--- src/rtl/gumnut_sequencer.sv ---
// Gumnut instruction-cycle sequencer. It runs the fetch/decode/execute/write-back
// cycle, the bus handshakes with ack timeout, and interrupt entry and exit.
module gumnut_sequencer #(
    parameter int          TIMEOUT = 16,
    parameter logic [11:0] INT_VEC = 12'h001
) (
    input  logic       clk_i,
    input  logic       rst_i,
    input  logic [2:0] op_e,
    input  logic [2:0] func_e,
    input  logic       carry_e,
    input  logic       zero_e,
    output logic       inst_cyc_o,
    output logic       inst_stb_o,
    input  logic       inst_ack_i,
    output logic       data_cyc_o,
    output logic       data_stb_o,
    output logic       data_we_o,
    input  logic       data_ack_i,
    output logic       port_cyc_o,
    output logic       port_stb_o,
    output logic       port_we_o,
    input  logic       port_ack_i,
    input  logic       int_req_i,
    output logic       int_ack_o,
    output logic       ir_load_c,
    output logic       RegWrt_c,
    output logic [1:0] RegMux_c,
    output logic       op2_c,
    output logic [3:0] ALUOp_c,
    output logic       cc_wrt_c,
    output logic       pc_inc_c,
    output logic       pc_ld_c,
    output logic [1:0] pc_src_c,
    output logic       stack_push_c,
    output logic       stack_pop_c,
    output logic       int_en_o,
    output logic       standby_o,
    output logic       bus_err_o
);
    localparam int CW = (TIMEOUT > 1) ? $clog2(TIMEOUT) : 1;

    typedef enum logic [2:0] {
        RESET, FETCH, DECODE, EXECUTE, MEM, WRITE_BACK, INT, HALT
    } state_t;

    state_t        state_q, state_d;
    logic [2:0]    op_q, op_d;
    logic [2:0]    func_q, func_d;
    logic          int_en_q, int_en_d;
    logic          retry_q, retry_d;
    logic [CW-1:0] tmo_q, tmo_d;

    logic   fetch_ack, mem_ack, waiting, tmo_hit, int_take, br_taken, is_alu;
    state_t chk_state;

    // The vector itself is applied by the datapath PC mux when pc_src_c == 2'b11.
    logic unused_int_vec;
    assign unused_int_vec = ^INT_VEC;

    assign fetch_ack = (state_q == FETCH) && !retry_q && inst_ack_i;
    assign mem_ack   = (state_q == MEM) && (func_q[1] ? port_ack_i : data_ack_i);
    assign waiting   = ((state_q == FETCH) && !retry_q && !inst_ack_i) ||
                       ((state_q == MEM) && !mem_ack);
    assign tmo_hit   = (TIMEOUT != 0) && waiting && (int'(tmo_q) == TIMEOUT - 1);
    assign int_take  = int_req_i && int_en_q;
    assign chk_state = int_take ? INT : FETCH;
    assign is_alu    = (op_q == 3'b000) || (op_q == 3'b001) || (op_q == 3'b010);
    assign int_en_o  = int_en_q;

    always_comb begin
        case (func_q[1:0])
            2'b00:   br_taken = zero_e;
            2'b01:   br_taken = !zero_e;
            2'b10:   br_taken = carry_e;
            default: br_taken = !carry_e;
        endcase
    end

    always_comb begin
        state_d  = state_q;
        op_d     = op_q;
        func_d   = func_q;
        int_en_d = int_en_q;
        retry_d  = 1'b0;
        tmo_d    = tmo_q;
        case (state_q)
            RESET: state_d = FETCH;
            FETCH: begin
                // A timed-out fetch idles one cycle with strobes low, then retries.
                if (fetch_ack)    state_d = DECODE;
                else if (tmo_hit) retry_d = 1'b1;
            end
            DECODE: begin
                op_d    = op_e;
                func_d  = func_e;
                state_d = EXECUTE;
            end
            EXECUTE: begin
                case (op_q)
                    3'b000, 3'b001, 3'b010: state_d = WRITE_BACK;
                    3'b011:                 state_d = MEM;
                    3'b110: begin
                        state_d = chk_state;
                        case (func_q)
                            3'b001, 3'b010: int_en_d = 1'b1;
                            3'b011:         int_en_d = 1'b0;
                            3'b100, 3'b101: state_d  = HALT;
                            default:        ;
                        endcase
                    end
                    default: state_d = chk_state;
                endcase
            end
            MEM: begin
                if (mem_ack)      state_d = func_q[0] ? chk_state : WRITE_BACK;
                else if (tmo_hit) state_d = chk_state;
            end
            WRITE_BACK: state_d = chk_state;
            INT: begin
                int_en_d = 1'b0;
                state_d  = FETCH;
            end
            HALT: if (int_take) state_d = INT;
            default: state_d = RESET;
        endcase
        if ((TIMEOUT == 0) || (state_d != state_q) || tmo_hit) tmo_d = '0;
        else if (waiting)                                     tmo_d = tmo_q + 1'b1;
    end

    always_ff @(posedge clk_i) begin
        if (rst_i) begin
            state_q  <= RESET;
            op_q     <= '0;
            func_q   <= '0;
            int_en_q <= 1'b0;
            retry_q  <= 1'b0;
            tmo_q    <= '0;
        end else begin
            state_q  <= state_d;
            op_q     <= op_d;
            func_q   <= func_d;
            int_en_q <= int_en_d;
            retry_q  <= retry_d;
            tmo_q    <= tmo_d;
        end
    end

    always_comb begin
        inst_cyc_o   = 1'b0;
        inst_stb_o   = 1'b0;
        data_cyc_o   = 1'b0;
        data_stb_o   = 1'b0;
        data_we_o    = 1'b0;
        port_cyc_o   = 1'b0;
        port_stb_o   = 1'b0;
        port_we_o    = 1'b0;
        int_ack_o    = 1'b0;
        ir_load_c    = 1'b0;
        RegWrt_c     = 1'b0;
        RegMux_c     = 2'b00;
        op2_c        = 1'b0;
        ALUOp_c      = 4'h0;
        cc_wrt_c     = 1'b0;
        pc_inc_c     = 1'b0;
        pc_ld_c      = 1'b0;
        pc_src_c     = 2'b00;
        stack_push_c = 1'b0;
        stack_pop_c  = 1'b0;
        standby_o    = 1'b0;
        bus_err_o    = 1'b0;
        case (state_q)
            FETCH: begin
                inst_cyc_o = !retry_q;
                inst_stb_o = !retry_q;
                ir_load_c  = fetch_ack;
                pc_inc_c   = fetch_ack;
                bus_err_o  = tmo_hit;
            end
            EXECUTE: begin
                if (is_alu) begin
                    ALUOp_c = {op_q == 3'b010, func_q};
                    op2_c   = (op_q == 3'b001);
                end
                case (op_q)
                    3'b100: pc_ld_c = br_taken;
                    3'b101: begin
                        pc_ld_c      = 1'b1;
                        pc_src_c     = 2'b01;
                        stack_push_c = func_q[0];
                    end
                    3'b110: begin
                        if (func_q == 3'b000 || func_q == 3'b001) begin
                            stack_pop_c = 1'b1;
                            pc_ld_c     = 1'b1;
                            pc_src_c    = 2'b10;
                            cc_wrt_c    = func_q[0];
                        end
                    end
                    default: ;
                endcase
            end
            MEM: begin
                data_cyc_o = !func_q[1];
                data_stb_o = !func_q[1];
                data_we_o  = !func_q[1] && func_q[0];
                port_cyc_o = func_q[1];
                port_stb_o = func_q[1];
                port_we_o  = func_q[1] && func_q[0];
                bus_err_o  = tmo_hit;
            end
            WRITE_BACK: begin
                RegWrt_c = 1'b1;
                if (is_alu) begin
                    ALUOp_c  = {op_q == 3'b010, func_q};
                    op2_c    = (op_q == 3'b001);
                    cc_wrt_c = 1'b1;
                end else begin
                    RegMux_c = func_q[1] ? 2'b10 : 2'b01;
                end
            end
            INT: begin
                int_ack_o    = 1'b1;
                stack_push_c = 1'b1;
                pc_ld_c      = 1'b1;
                pc_src_c     = 2'b11;
            end
            HALT: standby_o = (func_q == 3'b101);
            default: ;
        endcase
    end
endmodule
--- config.mk ---
export PLATFORM = sky130hd
export DESIGN_NAME = gumnut_sequencer
export DESIGN_NICKNAME = d
export VERILOG_FILES = /design/src/rtl/gumnut_sequencer.sv
export SDC_FILE = /design/constraint.sdc
export NUM_CORES = 1
export LEC_CHECK = 0
export CAP_MARGIN = 20
export CORE_MARGIN = 5
export CORE_UTILIZATION = 34
export CTS_CLUSTER_DIAMETER = 200
export DETAILED_ROUTE_END_ITERATION = 6
export PLACE_DENSITY = 0.61
export SETUP_SLACK_MARGIN = 0.02
export SLEW_MARGIN = 20
export SYNTH_ARGS = -nofsm -noshare
export SYNTH_HDL_FRONTEND = slang
export SYNTH_SLANG_ARGS = --single-unit
--- constraint.sdc ---
create_clock -name clk_i -period 5.8 [get_ports clk_i]
set_clock_uncertainty 0.2 [all_clocks]
set_input_delay 0.87 -clock clk_i [delete_from_list [all_inputs] [get_ports clk_i]]
set_output_delay 0.87 -clock clk_i [all_outputs]
set_load 0.1 [all_outputs]
# == Word-level counts from Yosys, hierarchy flattened ==
# Cells that the tools add are included.
# W data, S select, Z words.
# op_classes
n_shift,0
n_reduce_logical,34
muxes,46
div,0
n_lt_le_gt_ge,0
bitwise,1
eq_ne,24
n_addsub,1
mul,0
# op_table
operator,n
$eq A3 B3 Y1 const B,9
$mux W1,22
$mux W3,7
$pmux W3 S7,1
$eq A3 B2 Y1 const B,6
$reduce_or A2 Y1,6
$pmux W1 S2,5
$eq A3 B1 Y1 const B,3
$logic_and A1 B1 Y1,9
$logic_not A3 Y1,3
$pmux W3 S3,1
$mux W2,4
$mux W4,2
$pmux W2 S2,2
$logic_not A1 Y1,6
$pmux W1 S3,2
$reduce_or A3 Y1,2
$logic_or A1 B1 Y1,5
$add A4 B1 Y4 const B,1
$eq A4 B1 Y1 const B,1
$ne A3 B1 Y1 const B,1
$ne A3 B3 Y1,1
$reduce_and A3 Y1,1
$eq A2 B1 Y1 const B,1
other kinds (5),5
# word_totals
output_inout_bits,28
in_bits,14
rom_bits,0
reg_bits,15
elab_cells,112
latch_bits,0
mem_bits_rw,0
mem_count,0

# == Logic depth before layout (Yosys ltp) ==
# Gate-level depths: netlist of run 1.
# depth
depth_word,12
depth_mapped,8

# == Worst setup path after synthesis of run 1 ==
# No wires, ideal clock.
# synth_path
path_kind,reg2out
from,register state_q[2]
to,output port cc_wrt_c
arrival_time_ns,4.746
t_required_ns,4.730
path_slack_ns,-0.016
stages_incl_launch_ff,5
n_path_buf,1
path_cell_list,dfxtp_1 > buf_2 > nand4b_1 > nor4_1 > a22o_1
# synth_between
elab_chain_len,2
word_cells_on_any_way,3
cone_classes,2 x eq/ne; 1 x mux
# synth_rtl
item,line_no,text
"start, declared",47,"state_t state_q, state_d;"
"start signal, assigned",140,state_q <= state_d;
$eq A3 B3 Y1 or $eq A3 B2 Y1 (tied branches),172,case (state_q)
$pmux W1 S2 (*),172,
"end, declared",31,"output logic cc_wrt_c,"
# Every way passes the cells marked *; elsewhere a longest branch is shown, timed or not.

# == Worst setup path in the final report of run 1 ==
# layout_path
from,input port port_ack_i
to,output port bus_err_o
# layout_between
elab_chain_len,7
# layout_rtl
item,line_no,text
"start, declared",23,"input logic port_ack_i,"
$mux W1,62,assign mem_ack = (state_q == MEM) && (func_q[1] ? port_ack_i : data_ack_i);
$logic_and A1 B1 Y1,62,
$logic_not A1 Y1,64,((state_q == MEM) && !mem_ack);
$logic_and A1 B1 Y1,64,
$logic_or A1 B1 Y1,63,assign waiting = ((state_q == FETCH) && !retry_q && !inst_ack_i) ||
$logic_and A1 B1 Y1,65,assign tmo_hit = (TIMEOUT != 0) && waiting && (int'(tmo_q) == TIMEOUT - 1);
$mux W1,172,
"end, declared",39,output logic bus_err_o
# No other way between the ends.

==> results of run 1 <==
-- synthesized netlist by cell type (3+ instances only) --
cell type  number  share of area, %
nor3b_1         3               1.8
nor3_1          4               1.6
and2_1          8               4.0
dfxtp_1        15                24
a21oi_1         8               3.2
nand2_1        14               4.3
inv_1           7               2.1
mux2i_1         7               5.7
nor2_1         17               5.2
xnor2_1         3               2.1
nand3_1         4               1.6
o211ai_1        3               1.8
xor2_1          3               2.1
clkbuf_1        3              0.91
buf_4           4               2.4
buf_2           4               1.6
o21ai_0         4               1.6
-- placed cells by master (no fill, tap or decap), types with 3 or more instances in the layout --
master,Yosys,routed
nor2_1,17,17
o211ai_1,3,3
and2_1,8,8
clkbuf_4,0,3
xor2_1,3,3
nor3_1,4,4
nand3_1,4,4
clkdlybuf4s50_1,0,41
mux2i_1,7,7
a21oi_1,8,8
nor3b_1,3,3
o21ai_0,4,4
inv_1,7,7
nand2_1,14,14
xnor2_1,3,3
dfxtp_1,15,15
-- kinds of logic (layout without fill, tap and decap cells) --
logic type	after synthesis	count (layout)	share of synthesized area [%]
xor gates and xnor gates	6	6	4.252
adders and majority gates	1	1	1.012
and+or+nand+nor	72	72	33.50
DFF	15	15	24.29
buffers and inverters	21	52	8.604
muxes	8	8	6.781
AOI/OAI and AO/OA	34	34	21.56
-- metal layers --
layer | routed length (microns) | vias up
li1 | - | 629
met1 | 1470 | 561
met2 | 1614 | 27
met3 | 167 | 2
met4 | 36 | 0
met5 | 0 | -
-- cell type report --
type	instances	area, sq um
Fill cell	356	1919
Multi-Input combinational cell	121	835.8
Timing Repair Buffer	41	410.4
Sequential cell	15	300.3
Tap cell	48	60.06
Clock buffer	4	26.28
Inverter	7	26.28
-- per-stage QoR --
step / hold WS [ns] / cells
2_1_floorplan: 0.3224 / 157
3_3_place_gp: 0.3612 / 232
3_5_place_dp: 0.3630 / 232
4_1_cts: 0.3754 / 236
5_1_grt: 0.3900 / 236
6_report: 0.3695 / 236
-- power by group through the flow --
stage / logic (mW) / clock network [mW] / registers [mW]
final: 0.114 / 0.0587 / 0.127
after floorplan: 0.106 / 0 / 0.113
after global routing: 0.122 / 0.0663 / 0.129
after global placement: 0.113 / 0 / 0.130
after CTS: 0.115 / 0.0607 / 0.127
after detailed placement: 0.114 / 0 / 0.129
-- worst min-delay path, cell delays in order, from the launching register on --
cell and delay [ns]:
dfxtp_1 0.33, mux2i_1 0.13, nor4b_1 0.06
-- sequential cells by signal, indices dropped and copies added (netlist names) --
register,flops
retry_q,1
int_en_o,1
func_q,3
state_q,3
op_q,3
tmo_q,4
-- worst paths after layout --
kind	slack (ns)	start	depth (start not counted)	end
setup / recovery	1.54	port_ack_i	5	bus_err_o
hold / removal	0.37	tmo_q[1]	2	tmo_q[1]
setup reg to reg	3.36	func_q[1]	5	tmo_q[0]
hold reg to reg	0.37	tmo_q[1]	2	tmo_q[1]
==> metrics.md, run 1 <==
| Metric | Value |
|---|---|
| Setup slack after placement | 1.541 ns |
| Total Nets Final | 204 |
| CP Max Fanout | 8 |
| Die extent in x | 70.30 microns |
| Outcome | finished, final reports clean |
| Top FF cell, synth | dfxtp_1 |
| Share of power burned in registers | 42.4% |
| Global routing usage on met1 | 16.58% |
| Vias | 1219 |
| Die Height | 70.30 microns |
| Clock power share | 19.6% |
| DRC violations left | 0 |
| YS warnings | 0 |
| Final HPWL DP | 2534 microns |
| Critical path's top delay family | buffers and inverters |
| Vias per cell | 5.165 |
| DR pass1 iterations | 4 |
| Met2 Usage GRT | 22.45% |
| Largest net degree at the start of global routing | 21 |
| Core Area | 0.003578 sq mm |
| Max-Cap Viols | 0 |
| Cell Pwr Density | 180.8 mW/mm^2 |
| DRT Wirelength | 3289 microns |
| Routability cong. | 0.8447 |
| Avg WL per Cell | 13.94 microns |
| Static Leak | 0.5757 nW |
| HP Class | flop to flop |
| Initial DRC Count | 65 |
| Postcts setup bufs | 0 |
| Clock latency on the worst-skew pair | 0.28 ns |
| Post-synthesis cell count | 157 |
| Placed Area | 0.001633 sq mm |
| # hold bufs at CTS | 0 |
| Share of cells above drive strength 1 | 7.979% |
| VDD IR max | 118.2 uV |
| Register area share after synthesis | 24.29% |
| Startpoint types | input pin |
| CTS tree | yes |
| Worst Slack Setup Final | 1.543 ns |
| Fmax | 0.2349 GHz |
| Initial antenna violation count | 0 |
| Final setup violation count | 0 |
| Post-Syn Nets | 172 |
| Crit path kind | input pin to output pin |
| Area grow syn2layout | 34.21% |
| Slowest CP cell | clkdlybuf4s50_1 |
| Clk sinks | 15 |
| Synth Cell Area | 0.001236 sq mm |
| Post-route ant nets | 0 |
| P_int | 0.1784 mW |
| Worst Path Required | 4.73 ns |
| Syn avg cell area | 7.874 sq um |
| Global-route wire length before repair | 5430 microns |
| Grt peak-use layer | met2 |
| CP peak stage delay | 1.13 ns |
| Least-Margin Pin Slew | 0.9926 ns |
| Post-route cell area | 0.001659 sq mm |
| Min Tclk post-route | 4.257 ns |
| Effective utilization at floorplan | 34.55% |
| FP Rows | 22 |
| CP arrival | 3.19 ns |
| Congestion Overflow GR | 0 |
| CP cell instances | clkdlybuf4s50_1 -> mux2i_2 -> a22o_4 -> and2_1 -> clkdlybuf4s50_1 |
| Period Utilization, post-route | 73.39% |
| CTS buffer count | 3 |
| P_sw | 0.1216 mW |
| Pins Over Slew Limit | 0 |
| CTS max path bufs | 2 |
| Met3 Use GR | 2.446% |
| Crit. End Element | output pin |
| Post-synthesis cell type count | 51 |
| Post-CTS Resized | 0 |
| Net Sw Frac | 40.54% |
| Logic pwr share | 38.0% |
| Clock transition at path regs | 0.08 ns |
| Crit-path most repeated cell | clkdlybuf4s50_1 |
| CTS H-tree lvls | 1 |
| Root Buffer | clkbuf_4 |
| GRT Util Overall | 13.21% |
| N_diodes | 0 |
| Relative slew slack | 33.62% |
| IO Count | 42 |
| EDFF count, synth | 0 |
| Final Core Density | 46.36% |
| Post-layout power | 0.3000 mW |
| Final Hold Fails | 0 |
| Vias in the first global route | 1171 |
| Async SR Flop Fraction | 0% |
| WP buf/inv | 2 |
| Flops & latches, synth | 15 |
| Sum Neg Setup Slack | 0 ns |
| RSZ-0062 raised after global routing | no |
| Port bufs | 41 |
| Die area | 0.004941 sq mm |
(Power assumes the default switching activity.)
==> run 2: changes to the inputs <==
- clock period: 5.8 -> 4.1 ns (I/O delays scaled with it)
==> run 2 against run 1 <==
  * Non-clock buffer count unchanged
  * Sequential power increased by 43%
  * Cell area decreased by 3.6%
  * Sequential share of layout area increased by 0.68 points
  * Die area unchanged
  * First-iteration DRC count increased by 57%
  * Cell count unchanged
  * Core utilization decreased by 1.7 points
  * Via count increased by 4.0%
  * Largest power group unchanged
==> metrics.md, run 2 (synthesized netlist as in run 1, its figures left out) <==
| Metric | Value |
|---|---|
| Outcome | finished, final reports clean |
| Crit path kind | flop to output pin |
| Die area | 0.004941 sq mm (unchanged) |
| Placed Area | 0.001572 sq mm (-3.8%) |
| Global-route wire length before repair | 5595 microns (+3.0%) |
| Clock transition at path regs | 0.09 ns (about the same) |
| Final HPWL DP | 2598 microns (+2.5%) |
| Least-Margin Pin Slew | 0.9669 ns (-0.02570 ns) |
| R2R cell count | 5 (unchanged) |
| Pins Over Slew Limit | 0 (unchanged) |
| Share of power burned in registers | 42.6% (+0.2 points) |
| Worst Path Required | 3.28 ns (-1.45 ns) |
| Area grow syn2layout | 29.35% |
| Hold Path Depth | 2 (unchanged) |
| Initial antenna violation count | 0 (unchanged) |
| Net Sw Frac | 41.50% (+0.96 points) |
| Largest net degree at the start of global routing | 21 (unchanged) |
| Vias per cell | 5.373 (+4.0%) |
| Startpoint types | flop |
| Die Height | 70.30 microns (unchanged) |
| DRT Wirelength | 3392 microns (+3.1%) |
| Routability cong. | 0.7858 (-7.0%) |
| Slowest CP cell | dfxtp_1 |
| CP arrival | 2.29 ns (-0.90 ns) |
| Post-CTS Resized | 0 (unchanged) |
| CTS H-tree lvls | 1 (unchanged) |
| Min Tclk post-route | 3.109 ns |
| DRC violations left | 0 (unchanged) |
| Die extent in x | 70.30 microns (unchanged) |
| Initial DRC Count | 102 (+57%) |
| # hold bufs at CTS | 0 (unchanged) |
| Cell Pwr Density | 265.5 mW/mm^2 (+47%) |
| Fillers | 384 (+7.9%) |
| Max-Cap Viols | 0 (unchanged) |
| Logic pwr share | 37.8% (-0.2 points) |
| P_int | 0.2483 mW (+39%) |
| CTS max path bufs | 2 (unchanged) |
| Root Buffer | clkbuf_4 |
| Static Leak | 0.6316 nW (+9.7%) |
| Clock latency on the worst-skew pair | 0.28 ns (about the same) |
| CTS buffer count | 3 (unchanged) |
| Crit. End Element | output pin |
| Clock power share | 19.7% (about the same) |
| CP peak stage delay | 0.78 ns (-0.35 ns) |
| Post-layout power | 0.4245 mW (+42%) |
| Final setup violation count | 0 (unchanged) |
| Congestion Overflow GR | 0 (unchanged) |
| HP Class | flop to flop |
| FF+latch area | 300.3 sq um (unchanged) |
| Post-route ant nets | 0 (unchanged) |
| CP Max Fanout | 17 (+9) |
| Total Nets Final | 204 (unchanged) |
| N_diodes | 0 (unchanged) |
| Vias in the first global route | 1198 (+2.3%) |
| CTS tree | yes |
| Commonest non-fill, non-tap cells in the layout | buf_4, nor2_1, dfxtp_1, nand2_1, clkdlybuf4s50_1 |
| Fmax | 0.3217 GHz |
| Most common cell after layout, fill and taps aside | buf_4 |
| Port bufs | 41 (unchanged) |
| Top reg by flops | tmo_q |
| Max FFs per register | 4 (unchanged) |
| P_sw | 0.1762 mW (+45%) |
| Effective utilization at floorplan | 34.55% (unchanged) |
| DR pass1 iterations | 4 (unchanged) |
| Multi-input gate area | 842.1 sq um (+0.75%) |
| Period Utilization, post-route | 75.82% |
| RSZ-0062 raised after global routing | no |
| Relative slew slack | 35.34% (+1.7 points) |
| FP Rows | 22 (unchanged) |
| Core Area | 0.003578 sq mm (unchanged) |
| Share of cells above drive strength 1 | 23.40% (+15 points) |
| IO Count | 42 (unchanged) |
| Avg WL per Cell | 14.37 microns (+3.1%) |
| GRT Util Overall | 13.44% (+0.23 points) |
| Vias | 1268 (+4.0%) |
| VDD IR max | 136.6 uV (+16%) |
| Post-route cell area | 0.001599 sq mm (-3.6%) |
| Postcts setup bufs | 0 (unchanged) |
| Final Hold Fails | 0 (unchanged) |
| CP cell instances | nand4b_1 -> nor4_2 -> a22o_1 -> buf_4 |
| Clk sinks | 15 (unchanged) |
[run 2: changes by cell type in the layout (fill, tap and decap cells not counted)]
cell	previous run	this run
clkbuf_1	1	0
clkdlybuf4s50_1	41	14
o21ai_1	1	2
buf_4	0	27
nor4_1	1	0
nor4_2	1	2
clkinv_2	0	1
o21ai_0	4	3
[run 2: worst paths after layout]
check	to	from	slack, ns
worst max-delay path	cc_wrt_c	state_q[1]	0.99
worst min-delay path	int_en_o	int_en_o	0.40
worst max register to register	tmo_q[1]	state_q[2]	1.57
worst min register to register	int_en_o	int_en_o	0.40
[run 2: area by class of cell]
class,count,area share (%)
multi-input cells,121,52.66
repair buffers,41,21.44
flip-flops and latches,15,18.78
well taps,48,3.756
inverters,7,1.643
clock buffers,3,1.408
clock inverters,1,0.3130
[run 2: power groups by stage]
stage	logic (mW)	registers [mW]	clock network (mW)
after global routing	0.172	0.183	0.0915
after global placement	0.158	0.183	0
final	0.160	0.181	0.0834
after floorplan	0.150	0.161	0
after CTS	0.161	0.180	0.0862
after detailed placement	0.160	0.184	0
[run 2: metrics by stage]
stage               hold WS (ns)  worst slack (ns)  cells  utilization [%]  TNS [ns]
finish                    0.3962            0.9914    236            44.69         0
global route              0.4182            0.8419    236            44.69         0
CTS                       0.3899            0.9966    236            44.69         0
detailed placement        0.3698             1.155    232            43.92         0
global placement          0.3560             1.228    232            43.92         0
floorplan                 0.3224           -0.1685    157                -   -0.1685
[run 2: worst max-delay path, delay by kind of cell, from the launching register on]
kind                   cells  cell delay (ns)
AO/OA/AOI/OAI              1             0.19
AND/OR/NAND/NOR            2             0.75
buffers and inverters      1             0.28
flip-flops                 1             0.78
[run 2: metal layers]
metal	vias to the layer above	GRT usage (%)	routed length, microns
met5	-	0	0
met4	0	3.830	27
met3	4	3.022	197
met2	37	23.18	1677
met1	599	16.55	1490
li1	628	-	-
==> run 3: changes to the inputs <==
- clock period: 4.1 -> 2.9 ns (I/O delays scaled with it)
==> run 3 against run 2 <==
  * Cell count up 3.4%
  * Power up 53%
  * Critical path depth unchanged
  * Critical path type unchanged
  * Critical endpoint is now bus_err_o
  * Largest cell class unchanged
  * Highest routed layer unchanged
==> metrics.md, run 3 (synthesized netlist as in run 1, its figures left out) <==
| Metric | Value |
|---|---|
| Outcome | finished, final reports clean |
| FP Rows | 22 (unchanged) |
| Commonest non-fill, non-tap cells in the layout | buf_12, nor2_1, nand2_1, dfxtp_1, clkdlybuf4s50_1 |
| N_diodes | 0 (unchanged) |
| Placed Area | 0.002026 sq mm (+29%) |
| Vias in the first global route | 1282 (+7.0%) |
| Final Core Density | 57.38% (+13 points) |
| Max FFs per register | 4 (unchanged) |
| Fillers | 318 (-17%) |
| CP peak stage delay | 0.57 ns (-0.21 ns) |
| Global-route wire length before repair | 6092 microns (+8.9%) |
| Cell Pwr Density | 315.8 mW/mm^2 (+19%) |
| Die extent in x | 70.30 microns (unchanged) |
| Crit path kind | flop to output pin |
| CP arrival | 1.92 ns (-0.37 ns) |
| Max-Cap Viols | 0 (unchanged) |
| Share of cells above drive strength 1 | 32.14% (+8.7 points) |
| FF+latch area | 301.5 sq um (+0.42%) |
| Period Utilization, post-route | 88.06% |
| Clock latency on the worst-skew pair | 0.28 ns (about the same) |
| Least-Margin Pin Slew | 0.6001 ns (-0.3668 ns) |
| Setup slack after placement | 0.3605 ns (-0.7946 ns) |
| Pins Over Slew Limit | 0 (unchanged) |
| Most common cell after layout, fill and taps aside | buf_12 |
| CP Max Fanout | 8 (-9) |
| Congestion Overflow GR | 0 (unchanged) |
| DRT Wirelength | 3562 microns (+5.0%) |
| GRT Util Overall | 14.70% (+1.3 points) |
| Static Leak | 0.7562 nW (+20%) |
| Post-route cell area | 0.002053 sq mm (+28%) |
| Post-route ant nets | 0 (unchanged) |
| CTS max path bufs | 2 (unchanged) |
| Post-CTS Resized | 0 (unchanged) |
| VDD IR max | 286.1 uV (+110%) |
| HP Class | flop to flop |
| DR pass1 iterations | 4 (unchanged) |
| CTS tree | yes |
| Effective utilization at floorplan | 34.55% (unchanged) |
| Vias | 1306 (+3.0%) |
| Startpoint types | flop |
| Final setup violation count | 0 (unchanged) |
| Root Buffer | clkbuf_4 |
| Final HPWL DP | 2915 microns (+12%) |
| Post-layout power | 0.6484 mW (+53%) |
| Fmax | 0.3916 GHz |
| Port bufs | 41 (unchanged) |
| Worst Slack Setup Final | 0.3464 ns (-0.6450 ns) |
| Total Nets Final | 212 (+3.9%) |
| Vias per cell | 5.352 (-0.38%) |
| Relative slew slack | 59.77% (+24 points) |
| Clock transition at path regs | 0.08 ns (about the same) |
| CTS H-tree lvls | 1 (unchanged) |
| Initial DRC Count | 56 (-45%) |
| Core Area | 0.003578 sq mm (unchanged) |
| # hold bufs at CTS | 0 (unchanged) |
| Multi-input gate area | 900.9 sq um (+7.0%) |
| Sum Neg Setup Slack | 0 ns (unchanged) |
| Largest net degree at the start of global routing | 15 (-29%) |
| DRC violations left | 0 (unchanged) |
| CP cell instances | mux2i_2 -> a22o_4 -> and2_4 -> buf_12 |
| RSZ-0062 raised after global routing | no |
| Postcts setup bufs | 0 (unchanged) |
| Area grow syn2layout | 66.09% |
| CTS buffer count | 3 (unchanged) |
| Reg-to-reg slack, setup | 0.56 ns (-1.01 ns) |
| Top reg by flops | tmo_q |
| Crit. End Element | output pin |
| Worst Path Required | 2.27 ns (-1.01 ns) |
| Die Height | 70.30 microns (unchanged) |
| Clk sinks | 15 (unchanged) |
| Final Hold Fails | 0 (unchanged) |
| IO Count | 42 (unchanged) |
| Die area | 0.004941 sq mm (unchanged) |
| Routability cong. | 0.9154 (+16%) |
| Min Tclk post-route | 2.554 ns |
| Avg WL per Cell | 14.60 microns (+1.6%) |
| Initial antenna violation count | 0 (unchanged) |
| Slowest CP cell | dfxtp_1 |
[run 3: power by group]
group | internal, mW | switching (mW) | total [mW]
registers | 0.216 | 0.0242 | 0.240
clock network | 0.0534 | 0.0613 | 0.115
logic | 0.123 | 0.171 | 0.293
[run 3: area by class of cell]
type | instances | share of cell area (%)
Inverter | 7 | 1.280
Sequential cell | 15 | 14.69
Timing Repair Buffer | 49 | 35.95
Multi-Input combinational cell | 121 | 43.88
Clock buffer | 4 | 1.280
Tap cell | 48 | 2.925
[run 3: critical path: cells and delay by family (launching register included)]
family	cells	cell delay, ns
buf+inv	1	0.17
flops	1	0.57
simple gates	1	0.16
mux	1	0.51
compound gates	1	0.22
[run 3: routing by layer]
layer | global-route usage (%) | vias up | routed length [microns]
met5 | 0 | - | 0
met4 | 4.681 | 0 | 52
met3 | 2.446 | 6 | 209
met2 | 26.30 | 43 | 1850
met1 | 17.63 | 616 | 1449
li1 | - | 641 | -
[run 3: path summary, 6_finish.rpt]
path	to	startpoint	cells after the start
max	bus_err_o	func_q[1]	4
min	state_q[2]	state_q[2]	2
max reg2reg	tmo_q[1]	func_q[1]	5
min reg2reg	state_q[2]	state_q[2]	2
[run 3: metrics by stage]
step	hold WS (ns)	cells
6_report	0.3874	244
5_1_grt	0.4356	244
4_1_cts	0.3851	244
3_5_place_dp	0.3667	240
3_3_place_gp	0.3532	240
2_1_floorplan	0.3130	157
